==> config.mk <==
export PLATFORM = sky130hd
export DESIGN_NAME = pcs_generator
export DESIGN_NICKNAME = d
export VERILOG_FILES = /design/src/rtl/pcs_gen_pkg.sv /design/src/rtl/pcs_transcoder_257b.sv /design/src/rtl/pcs_generator.sv
export SDC_FILE = /design/constraint.sdc
export NUM_CORES = 1
export LEC_CHECK = 0
export ABC_AREA = 1
export CAP_MARGIN = 20
export CELL_PAD_IN_SITES_DETAIL_PLACEMENT = 0
export CELL_PAD_IN_SITES_GLOBAL_PLACEMENT = 1
export CORE_MARGIN = 2
export CORE_UTILIZATION = 33
export CTS_CLUSTER_DIAMETER = 80
export CTS_CLUSTER_SIZE = 28
export DETAILED_ROUTE_END_ITERATION = 8
export MAX_ROUTING_LAYER = met4
export PLACE_DENSITY = 0.87
export SYNTH_ARGS = -nofsm -noshare
export SYNTH_HDL_FRONTEND = slang
export SYNTH_SLANG_ARGS = --single-unit
==> constraint.sdc <==
create_clock -name clk -period 18.77 [get_ports clk]
set_clock_uncertainty 0.1 [all_clocks]
set_input_delay 4.6925 -clock clk [delete_from_list [all_inputs] [get_ports clk]]
set_output_delay 4.6925 -clock clk [all_outputs]
set_load 0.005 [all_outputs]
==> src/rtl/pcs_gen_pkg.sv <==
// pcs_gen_pkg: shared widths and 64b/66b, MII and pattern constants for the PCS stimulus generator.
// Also provides mii_encode(), which maps one 64b MII word plus its 8 control bits to a 66b block.
package pcs_gen_pkg;

    localparam int DATA_WIDTH           = 64;
    localparam int HDR_WIDTH            = 2;
    localparam int FRAME_WIDTH          = DATA_WIDTH + HDR_WIDTH;
    localparam int CONTROL_WIDTH        = 8;
    localparam int TRANSCODER_BLOCKS    = 4;
    localparam int TRANSCODER_WIDTH     = 257;
    localparam int TRANSCODER_HDR_WIDTH = 4;
    localparam int PROB                 = 30;

    localparam logic [HDR_WIDTH-1:0] SH_DATA = 2'b01;
    localparam logic [HDR_WIDTH-1:0] SH_CTRL = 2'b10;

    localparam logic [7:0] BT_IDLE  = 8'h1E;
    localparam logic [7:0] BT_START = 8'h78;
    // Terminate block types T7..T0, indexed by the lane holding the terminate char.
    localparam logic [63:0] BT_TERM = {8'hFF, 8'hE1, 8'hD2, 8'hCC, 8'hB4, 8'hAA, 8'h99, 8'h87};

    localparam logic [7:0] MII_IDLE  = 8'h07;
    localparam logic [7:0] MII_START = 8'hFB;
    localparam logic [7:0] MII_TERM  = 8'hFD;
    localparam logic [7:0] MII_ERROR = 8'hFE;

    localparam logic [6:0] CC_IDLE  = 7'h00;
    localparam logic [6:0] CC_ERROR = 7'h1E;

    localparam logic [7:0] PAT_DATA   = 8'hAA;
    localparam logic [7:0] PAT_ZERO   = 8'h00;
    localparam logic [3:0] PAT_NIBBLE = 4'hB;

    localparam logic [31:0] LFSR_SEED = 32'hACE1_ACE1;

    localparam logic [FRAME_WIDTH-1:0] IDLE_FRAME = {SH_CTRL, {8{CC_IDLE}}, BT_IDLE};
    localparam logic [FRAME_WIDTH-1:0] DATA_FRAME = {SH_DATA, {8{PAT_DATA}}};

    // Transcode of four idle blocks: block 0 compressed to 60b, flags all zero, header bit 0.
    localparam logic [TRANSCODER_WIDTH-1:0] TX_RESET =
        {{3{64'h1E}}, 56'h0, 4'hE, 4'h0, 1'b0};

    function automatic logic [FRAME_WIDTH-1:0] mii_encode(
        input logic [DATA_WIDTH-1:0]    txd,
        input logic [CONTROL_WIDTH-1:0] txc
    );
        logic [7:0]             idle_lane;
        logic [FRAME_WIDTH-1:0] blk;
        for (int m = 0; m < 8; m++) idle_lane[m] = txd[8*m +: 8] == MII_IDLE;
        blk = {SH_CTRL, {8{CC_ERROR}}, BT_IDLE};
        // Terminate in lane n: lanes above n must be idle, data lanes below n are packed after the type.
        for (int n = 0; n < 8; n++)
            if (txd[8*n +: 8] == MII_TERM && txc == 8'(8'hFF << n) &&
                (idle_lane & 8'(8'hFE << n)) == 8'(8'hFE << n))
                blk = {SH_CTRL, 56'(txd & ((64'd1 << (8*n)) - 64'd1)), BT_TERM[8*n +: 8]};
        if (txc == 8'h00)
            blk = {SH_DATA, txd};
        else if (txc == 8'hFF && &idle_lane)
            blk = IDLE_FRAME;
        else if (txc == 8'h01 && txd[7:0] == MII_START)
            blk = {SH_CTRL, txd[63:8], BT_START};
        return blk;
    endfunction

endpackage

==> src/rtl/pcs_transcoder_257b.sv <==
// pcs_transcoder_257b: combinational 4x66b -> 257b transcoder.
// Ports: i_frame_0..3 (66b, {sh, payload}, frame 0 lowest), o_tx (257b transcoded block).
module pcs_transcoder_257b (
    input  logic [65:0]  i_frame_0,
    input  logic [65:0]  i_frame_1,
    input  logic [65:0]  i_frame_2,
    input  logic [65:0]  i_frame_3,
    output logic [256:0] o_tx
);
    import pcs_gen_pkg::*;

    logic [TRANSCODER_BLOCKS-1:0][FRAME_WIDTH-1:0] f;
    logic [TRANSCODER_BLOCKS-1:0][DATA_WIDTH-1:0]  p;
    logic [TRANSCODER_BLOCKS-1:0][59:0]            c;
    logic [TRANSCODER_HDR_WIDTH-1:0]               flags;

    always_comb begin
        f = {i_frame_3, i_frame_2, i_frame_1, i_frame_0};
        for (int k = 0; k < TRANSCODER_BLOCKS; k++) begin
            flags[k] = f[k][65:64] == SH_DATA;
            p[k]     = f[k][63:0];
            // The first control block drops type bits [7:4] to make room for the flag field.
            c[k]     = {f[k][63:8], f[k][3:0]};
        end
        o_tx = &flags   ? {p[3], p[2], p[1], p[0], 1'b1} :
               !flags[0] ? {p[3], p[2], p[1], c[0], flags, 1'b0} :
               !flags[1] ? {p[3], p[2], c[1], p[0], flags, 1'b0} :
               !flags[2] ? {p[3], c[2], p[1], p[0], flags, 1'b0} :
                           {c[3], p[2], p[1], p[0], flags, 1'b0};
    end

endmodule

==> src/rtl/pcs_generator.sv <==
// pcs_generator: 100G BASE-R stimulus source; builds four 66b blocks per clock and their 257b transcode.
// Ports: clk, i_rst (async, active-high), i_txd/i_txc (MII word), i_data_sel_0 (pattern data select),
//   i_valid ([0] frame update, [1] 257b update), i_enable (1 pattern, 0 MII), i_random_0,
//   i_tx_test_mode (force idle), o_frame_0..3 (66b blocks, frame 0 oldest), o_tx_coded_f0 (257b).
// Define PCS_GEN_RANDOM_EN to build the LFSR and honour i_random_0; otherwise i_random_0 is ignored.
module pcs_generator (
    input  logic         clk,
    input  logic         i_rst,
    input  logic [63:0]  i_txd,
    input  logic [7:0]   i_txc,
    input  logic [3:0]   i_data_sel_0,
    input  logic [1:0]   i_valid,
    input  logic         i_enable,
    input  logic         i_random_0,
    input  logic         i_tx_test_mode,
    output logic [65:0]  o_frame_0,
    output logic [65:0]  o_frame_1,
    output logic [65:0]  o_frame_2,
    output logic [65:0]  o_frame_3,
    output logic [256:0] o_tx_coded_f0
);
    import pcs_gen_pkg::*;

    logic [TRANSCODER_BLOCKS-1:0][FRAME_WIDTH-1:0] frame_q, frame_d, pattern;
    logic [TRANSCODER_WIDTH-1:0]                   tx_q, tx_d, tx_next;
    logic [TRANSCODER_BLOCKS-1:0]                  ctrl_sel;

`ifdef PCS_GEN_RANDOM_EN
    logic [31:0]                  lfsr_q, lfsr_d;
    logic [TRANSCODER_BLOCKS-1:0] rand_ctrl;

    // Fibonacci LFSR, x^32 + x^22 + x^2 + x + 1.
    always_comb begin
        lfsr_d = {lfsr_q[30:0], lfsr_q[31] ^ lfsr_q[21] ^ lfsr_q[1] ^ lfsr_q[0]};
        for (int k = 0; k < TRANSCODER_BLOCKS; k++)
            rand_ctrl[k] = (lfsr_q[8*k +: 8] % 8'd100) < 8'(PROB);
        ctrl_sel = i_random_0 ? rand_ctrl : ~i_data_sel_0;
    end

    always_ff @(posedge clk or posedge i_rst) begin
        if (i_rst)
            lfsr_q <= LFSR_SEED;
        else
            lfsr_q <= lfsr_d;
    end
`else
    logic unused_random;
    assign unused_random = i_random_0;
    assign ctrl_sel      = ~i_data_sel_0;
`endif

    // MII mode shifts the new block in at frame 3, so frame 0 always holds the oldest block.
    always_comb begin
        for (int k = 0; k < TRANSCODER_BLOCKS; k++)
            pattern[k] = ctrl_sel[k] ? IDLE_FRAME : DATA_FRAME;
        frame_d = !i_valid[0]    ? frame_q :
                  i_tx_test_mode ? {TRANSCODER_BLOCKS{IDLE_FRAME}} :
                  i_enable       ? pattern :
                                   {mii_encode(i_txd, i_txc), frame_q[3:1]};
        tx_d    = i_valid[1] ? tx_next : tx_q;
    end

    // Transcoding the next-frame values keeps the 257b register aligned with the frames.
    pcs_transcoder_257b u_transcoder (
        .i_frame_0 (frame_d[0]),
        .i_frame_1 (frame_d[1]),
        .i_frame_2 (frame_d[2]),
        .i_frame_3 (frame_d[3]),
        .o_tx      (tx_next)
    );

    always_ff @(posedge clk or posedge i_rst) begin
        if (i_rst) begin
            frame_q <= {TRANSCODER_BLOCKS{IDLE_FRAME}};
            tx_q    <= TX_RESET;
        end else begin
            frame_q <= frame_d;
            tx_q    <= tx_d;
        end
    end

    assign o_frame_0     = frame_q[0];
    assign o_frame_1     = frame_q[1];
    assign o_frame_2     = frame_q[2];
    assign o_frame_3     = frame_q[3];
    assign o_tx_coded_f0 = tx_q;

endmodule

Yosys cells after proc, flatten, opt, wreduce, memory -nomap -nowiden --
Cells that the tools add are included. W data, S select, Z words.
Operators by class: bitwise gates (word level) 1, reduce and logical (&&, ||, !) cells 20, mux-type cells 22, equal/unequal tests 36
Operators with widths (count):
- $mux W201 | 4
- $mux W264 | 3
- $mux W62 | 7
- $mux W66 | 6
- $eq A8 B8 Y1 const B | 17
- $mux W64 | 2
- $eq A8 B3 Y1 const B | 8
- $logic_and A1 B1 Y1 | 17
- $eq A2 B1 Y1 const B | 4
- $eq A8 B1 Y1 const B | 1
- $logic_not A8 Y1 | 1
- $reduce_and A8 Y1 | 1
- $eq A7 B7 Y1 const B | 1
- $eq A6 B6 Y1 const B | 1
- $eq A5 B5 Y1 const B | 1
- $eq A4 B4 Y1 const B | 1
- $not A4 Y4 | 1
- $reduce_and A4 Y1 | 1
- $eq A3 B3 Y1 const B | 1
- $eq A2 B2 Y1 const B | 1
Word-level totals: flip-flop bits (word level) 521, input bits 83

Depth between registers and ports, before layout --
Gate-level depths: netlist of run 1.
word-level depth 22, depth in mapped cells 18

Hierarchy --
From an unflattened synthesis of run 1, not the netlist that was laid out.
Second synthesis, totals: cells, all modules 3012, area total of the unflattened synthesis 25787.2 um^2
Modules (own cells, without submodules):
- pcs_generator | cells each 2067, instances 1, sequential area each 13081.3 um^2, area each 21685.8 um^2
- pcs_transcoder_257b | cells each 945, instances 1, sequential area each 0.0 um^2, area each 4101.4 um^2

Worst setup path before layout of run 1 --
Ideal clock, no wire load.
path type input to register, start input port i_enable, end register tx_q[141] (netlist: o_tx_coded_f0[141]), arrival time 6245 ps, buffers on the path 4, path slack 12305 ps, setup time 120 ps, stages on the path 14, cells stage by stage buf_2 -> inv_4 -> nor2_1 -> nor2_4 -> inv_2 -> o22ai_2 -> nand2_1 -> nor2_2 -> buf_4 -> nand3_4 -> buf_2 -> buf_2 -> o21ai_1 -> nand2_1
Between the ends: longest elaborated chain between the ends 8, elaborated cells on any way between the ends 12, classes of those cells eq/ne: 4; mux: 7; reduce/logical: 1
Ends and longest elaborated chain:
- start, declared | RTL line pcs_generator.sv:13 | input logic i_enable,
- $mux W264 * | RTL line pcs_generator.sv:58 | i_enable ? pattern :
- $mux W264 * | RTL line pcs_generator.sv:57 | i_tx_test_mode ? {TRANSCODER_BLOCKS{IDLE_FRAME}} :
- $mux W264 * | RTL line pcs_generator.sv:56 | frame_d = !i_valid[0] ? frame_q :
- $eq A2 B1 Y1 | RTL line pcs_transcoder_257b.sv:20 | flags[k] = f[k][65:64] == SH_DATA;
- $mux W201 | RTL line pcs_transcoder_257b.sv:28 | !flags[2] ? {p[3], c[2], p[1], p[0], flags, 1'b0} :
- $mux W201 | RTL line pcs_transcoder_257b.sv:27 | !flags[1] ? {p[3], p[2], c[1], p[0], flags, 1'b0} :
- $mux W201 | RTL line pcs_transcoder_257b.sv:26 | !flags[0] ? {p[3], p[2], p[1], c[0], flags, 1'b0} :
- $mux W201 * | RTL line pcs_transcoder_257b.sv:25 | o_tx = &flags ? {p[3], p[2], p[1], p[0], 1'b1} :
- end signal, assigned | RTL line pcs_generator.sv:78 | tx_q <= tx_d;
- end, declared | RTL line pcs_generator.sv:25 | logic [TRANSCODER_WIDTH-1:0] tx_q, tx_d, tx_next;
Every way passes the cells marked *; elsewhere a longest branch is shown, timed or not. A chain may end at the register's enable or synchronous reset.

Worst setup path in the final report of run 1 --
start input port i_tx_test_mode, end register tx_q[47] (netlist: o_tx_coded_f0[47])
Between the ends: longest elaborated chain between the ends 6, elaborated cells on any way between the ends 11, classes of those cells eq/ne: 4; mux: 6; reduce/logical: 1
Ends and longest elaborated chain:
- start, declared | RTL line pcs_generator.sv:15 | input logic i_tx_test_mode,
- $mux W264 * | RTL line pcs_generator.sv:57
- $mux W264 * | RTL line pcs_generator.sv:56
- $eq A2 B1 Y1 or $mux W201 (tied branches) | RTL line pcs_transcoder_257b.sv:20, pcs_transcoder_257b.sv:28
- $mux W201 | RTL line pcs_transcoder_257b.sv:27
- $mux W201 | RTL line pcs_transcoder_257b.sv:26
- $mux W201 * | RTL line pcs_transcoder_257b.sv:25
Marks and branches as above.

==> results of run 1 <==
## logic make-up (layout without fill, tap and decap cells)
kind of cell | after synthesis | in the layout | share of synthesized area (%)
other | 0 | 1 | 0
AND/OR/NAND/NOR | 1018 | 1018 | 17.1
flip-flops | 521 | 521 | 54.3
AO/OA/AOI/OAI | 904 | 904 | 20.0
buffers and inverters | 519 | 1013 | 8.66
## cells in the final DEF, fill, tap and decap left out, drive strengths merged, types with 5 or more instances in the layout
master         instances
a21boi                22
a21oi                200
a22oi                 31
a31oi                 10
buf                   31
clkbuf                30
clkdlybuf4s50        599
clkinv                 8
dfrtp                486
dfstp                 35
inv                  339
nand2                735
nand3                 48
nand4                 23
nor2                 190
nor3                  16
o211ai                13
o21ai                558
o22ai                 60
o31ai                  5
## through the flow
stage | instance area, sq um | instances | total power [uW] | util (%)
floorplan | 24100 | 2962 | 1420 | -
global placement | 30800 | 4364 | 1690 | 42.4
detailed placement | 30800 | 4364 | 1700 | 42.4
CTS | 31800 | 4415 | 2490 | 43.8
global route | 31800 | 4416 | 2570 | 43.8
finish | 31800 | 4416 | 2480 | 43.8
## synthesized netlist by cell type (6+ instances only)
| library cell | n | share of area, % |
|---|---|---|
| nand3_1 | 44 | 0.91 |
| nand4_1 | 23 | 0.60 |
| o22ai_1 | 59 | 1.5 |
| nand2_2 | 9 | 0.23 |
| buf_4 | 8 | 0.25 |
| dfstp_2 | 35 | 3.8 |
| buf_6 | 8 | 0.37 |
| o21ai_0 | 359 | 7.5 |
| nand2_1 | 724 | 11 |
| nor2_4 | 6 | 0.28 |
| a21oi_1 | 200 | 4.2 |
| a21boi_0 | 22 | 0.69 |
| inv_1 | 319 | 5.0 |
| a22oi_1 | 31 | 0.97 |
| inv_2 | 11 | 0.17 |
| clkbuf_1 | 128 | 2.0 |
| buf_2 | 35 | 0.73 |
| nor2_2 | 6 | 0.16 |
| o211ai_1 | 13 | 0.41 |
| buf_1 | 7 | 0.11 |
| nor3_1 | 15 | 0.31 |
| a31oi_1 | 10 | 0.26 |
| dfrtp_1 | 486 | 50 |
| nor2_1 | 178 | 2.8 |
| o21ai_1 | 198 | 4.1 |
## per-layer routing
layer	vias up	wire, um	share of wire, %
met5	-	0	0
met4	0	4110	3.8
met3	176	7240	6.6
met2	1031	50800	46
met1	11700	47300	43
li1	10600	-	-
## cell type report
class | instances | area share [%]
clock inverter | 21 | 1.03
sequential | 521 | 41.1
tap | 959 | 3.77
inverter | 332 | 3.97
multi-input combinational | 1922 | 28.1
clock buffer | 30 | 2.29
timing repair buffer | 630 | 19.7
antenna | 1 | 0.00786
## path summary, 6_finish.rpt
check	from	slack (ns)	cells after the start	end
min in group asynchronous	i_rst	4.52	3	o_tx_coded_f0[34]$_DFFE_PP0P_
max	i_tx_test_mode	9.87	16	o_tx_coded_f0[47]$_DFFE_PP0P_
min	o_tx_coded_f0[66]$_DFFE_PP1P_	0.37	2	o_tx_coded_f0[66]$_DFFE_PP1P_
min reg2reg	o_tx_coded_f0[66]$_DFFE_PP1P_	0.37	2	o_tx_coded_f0[66]$_DFFE_PP1P_
max in group asynchronous	i_rst	11.56	5	o_tx_coded_f0[245]$_DFFE_PP0P_
max reg2reg	o_frame_2[65]$_DFF_PP1_	15.10	13	o_tx_coded_f0[47]$_DFFE_PP0P_
## flip-flops by register name, summed over array words and instances, names as in the netlist
name and cells:
o_frame_0 66, o_frame_3 66, o_tx_coded_f0 257, o_frame_2 66, o_frame_1 66
## critical path, delay by kind of cell
family / cells / cell delay [ns]
compound gates: 3 / 0.46
buf+inv: 5 / 1.54
simple gates: 8 / 2.45
## power breakdown
| group | switching [uW] | internal, uW | leakage (uW) |
|---|---|---|---|
| registers | 64.1 | 1200 | 0.00688 |
| clock network | 449 | 350 | 0.000507 |
| logic | 226 | 187 | 0.00717 |
| total | 739 | 1740 | 0.0146 |
==> metrics, run 1 <==
outcome finished clean; pins over their slew limit 0; GP Congestion 0.958; Final TNS setup 0 ns; CP Cell Sequence clkdlybuf4s50_1 > inv_1 > nand2_2 > nor2_4 > inv_2 > o22ai_2 > nand2_1 > nor2_4 > buf_4 > inv_2 > nor2_4 > nand2_4 > nand2_4 > a21oi_1 > o21ai_0 > nand2_1; First-pass DRT Iterations 8; clock transition at the registers of the reported paths 0.10 ns; cell mode on critical path nor2_4; Routed wire per std cell 24.8 um; post-synthesis cell area 24100 sq um; register area 13100 sq um; Pleak 0.0146 uW; f_max 112 MHz; initial antenna violation count 4; Most Used Layer, Global Route met2; Rel. slew slack 26.9%; Setup CP Type in2reg; Primary FF master, synth dfrtp_1; PostCTS Resize Cnt 0; Startpoint Class input pin; RSZ-0062 raised after global routing false; clock buffer depth 3; sequential cell area fraction in the yosys report 54.3%; Worst EP required 19.18 ns; Post-CTS Hold Fix Bufs 0; DR iter-0 viols 2382; Min-Delay Path Class reg2reg; max_cap viols 0; pwr/cell area 77.8 nW/um^2; FFs w/ async S/R, synth 100%; Routed Antenna Nets 0; post-CTS setup buffers 0; maximum vdd drop 0.0000670 V; first-pass GRT wire length 158000 um; Layout Nets 3519; Core Area 72600 sq um; Final period util 47.4%; Final Setup Violations 0; met3 usage 4.00%; Hold Vio Cnt, Final 0; grt ovf 0; Critical-path top delay cell nand2_4; largest net degree at the start of global routing 177; synthesized instance count 2962; Rows 99; Detailed Place HPWL 79900 um; fillcell total 7304; share of post-route cells with drive strength above 1 4.72%; met2 GRT Util 44.9%; pre-CTS setup slack 9.35 ns; Worst Path Arrival 9.31 ns; Hold WS 0.374 ns; YS warnings 0; number of synthesized register bits 521; nature of the critical path endpoint flop; TritonCTS clock tree built; via count 23500; I/O Pins 604; Die ar. 75200 sq um; area taken by multi-input logic gates 8950 sq um; vias per cell 5.33; Starting Density 33.2%; Syn Nets 3045; DRC Markers 0; CP Max Fanout 97; synth-to-layout area growth 32.1%; vias in the first global route 22500; Die X 274 um; worst skew pair latency 0.63 ns; Synth Area per Inst 8.13 sq um; fin worst setup slack 9.87 ns; CTS buffer count 29; H-tree depth 1; IO Port Bufs 602; CP peak stage delay 0.86 ns; Post-synth EDFFs 0; synth unique cells 44; gr usage total 29.1%; Root Driver clkbuf_16; Tmin final 8.90 ns; clock sink count 521; Routed WL 109000 um; grt met1 use 39.6%; pin slew with the least headroom to its limit 1.10 ns; die boundary height 274 um
Power figures use the tool's default switching activity.
==> inputs of run 2 (changes only) <==
clock period = 7.9 ns   (was 18.77 ns; I/O delays follow)
==> metrics, run 2 (same netlist as run 1, synthesis figures left out) <==
worst skew pair latency 0.64 ns; clock transition at the registers of the reported paths 0.10 ns; Rel. slew slack 25.8%; reg2reg setup slack 4.60 ns; hold_sp o_tx_coded_f0[197]$_DFFE_PP1P_; Worst EP required 8.36 ns; initial antenna violation count 4; Hold Vio Cnt, Final 0; Starting Density 33.2%; Layout Nets 3524; Final Setup Violations 0; Routed Antenna Nets 0; TritonCTS clock tree built; Worst Path Arrival 5.96 ns; R2R Path Start o_frame_2[65]$_DFF_PP1_; RSZ-0062 raised after global routing false; share of post-route cells with drive strength above 1 4.90%; first-pass GRT wire length 157000 um; nature of the critical path endpoint flop; number of flip-flops in the largest register 257; First-pass DRT Iterations 8; commonest non-fill, non-tap cell in the layout nand2_1; grt ovf 0; GP Congestion 0.942; CTS buffer count 31; CP Max Fanout 67; Core Area 72600 sq um; pin slew with the least headroom to its limit 1.10 ns; Setup CP Type in2reg; worst setup path startpoint i_txc[0]; post-CTS setup buffers 0; Pleak 0.0146 uW; Die ar. 75200 sq um; pwr/cell area 187 nW/um^2; DR iter-0 viols 2525; Die X 274 um; largest net degree at the start of global routing 180; Min-Delay Path Class reg2reg; pins over their slew limit 0; maximum vdd drop 0.000144 V; DP Area 30800 sq um; CP Capture Point o_tx_coded_f0[66]$_DFFE_PP1P_; Detailed Place HPWL 80300 um; clock sink count 521; gr usage total 29.2%; f_max 182 MHz; Startpoint Class input pin; vias per cell 5.32; vias in the first global route 22400; Tmin final 5.50 ns; Finished Cell Area 32000 sq um; I/O Pins 604; RR Endpoint o_tx_coded_f0[195]$_DFFE_PP1P_; clock buffer depth 3; Post-CTS Hold Fix Bufs 0; via count 23600; Routed wire per std cell 24.8 um; H-tree depth 1; Final period util 69.6%; Rows 99; max_cap viols 0; DRC Markers 0; worst r2r path cells 12; outcome finished clean; fillcell total 7378; PostCTS Resize Cnt 0; die boundary height 274 um; synth-to-layout area growth 32.8%; Routed WL 110000 um; IO Port Bufs 602; Root Driver clkbuf_16; most frequent cells in the layout nand2_1 (724), clkdlybuf4s50_1 (599), dfrtp_1 (486); Post-Route Utilization 44.1%
run 2: cell count changes in the layout (fill, tap and decap cells not counted), sizes merged:
cell / delta
buf: +3
bufinv: -2
clkbuf: +6
clkinv: +2
clkinvlp: -1
diode: +2
inv: +2
run 2: stage by stage:
step                      worst slack, ns  cells  TNS, ns  power, uW  hold slack [ns]
after global routing                 2.23   4426        0       6200            0.386
after detailed placement             1.78   4367        0       4040            0.356
after CTS                            2.48   4425        0       6010            0.373
final                                2.40   4428        0       5970            0.375
after global placement               1.83   4367        0       4030            0.358
after floorplan                     -1.22   2962  -595.18       3370            0.357
run 2: critical path, stage by stage:
cell,delay (ns)
clkdlybuf4s50_1,0.61
nor2_4,0.27
nand2_4,0.13
nor2_4,0.13
nand2_4,0.17
nand2_2,0.27
nand2_1,0.12
nand2_2,0.10
nand3_4,0.11
nor2_4,0.15
nand2_4,0.31
nand2_4,0.72
buf_4,0.44
a21oi_1,0.12
o21ai_0,0.19
nand2_1,0.09
run 2: final cells by class:
type,count,area (sq um),share of cell area (%)
inverter,332,1260,3.94
clock inverter,22,363,1.13
sequential,521,13100,40.9
clock buffer,36,815,2.55
timing repair buffer,633,6320,19.8
antenna,3,7.51,0.0235
tap,959,1200,3.75
multi-input combinational,1922,8950,28.0
run 2: report_power, final:
part           switching [uW]  internal [uW]  leakage (uW)
clock network            1120            857      0.000561
logic                     540            447       0.00720
registers                 154           2850       0.00688
total                    1810           4150        0.0146
run 2: worst min-delay path by stage:
stage / end / slack [ns] / depth (start not counted)
6_report: o_tx_coded_f0[197]$_DFFE_PP1P_ / 0.38 / 2
5_1_grt: o_tx_coded_f0[195]$_DFFE_PP1P_ / 0.39 / 2
4_1_cts: o_tx_coded_f0[133]$_DFFE_PP1P_ / 0.37 / 2
3_5_place_dp: o_tx_coded_f0[133]$_DFFE_PP1P_ / 0.36 / 2
3_3_place_gp: o_tx_coded_f0[197]$_DFFE_PP1P_ / 0.36 / 2
2_1_floorplan: o_tx_coded_f0[130]$_DFFE_PP1P_ / 0.36 / 2
run 2: layer usage:
metal  up-vias  global-route usage (%)  wire (um)
li1      10700                       -          -
met1     11700                    39.5      47400
met2      1016                    45.6      50900
met3       154                    3.87       7760
met4         0                    8.68       3810
met5         -                       -          0
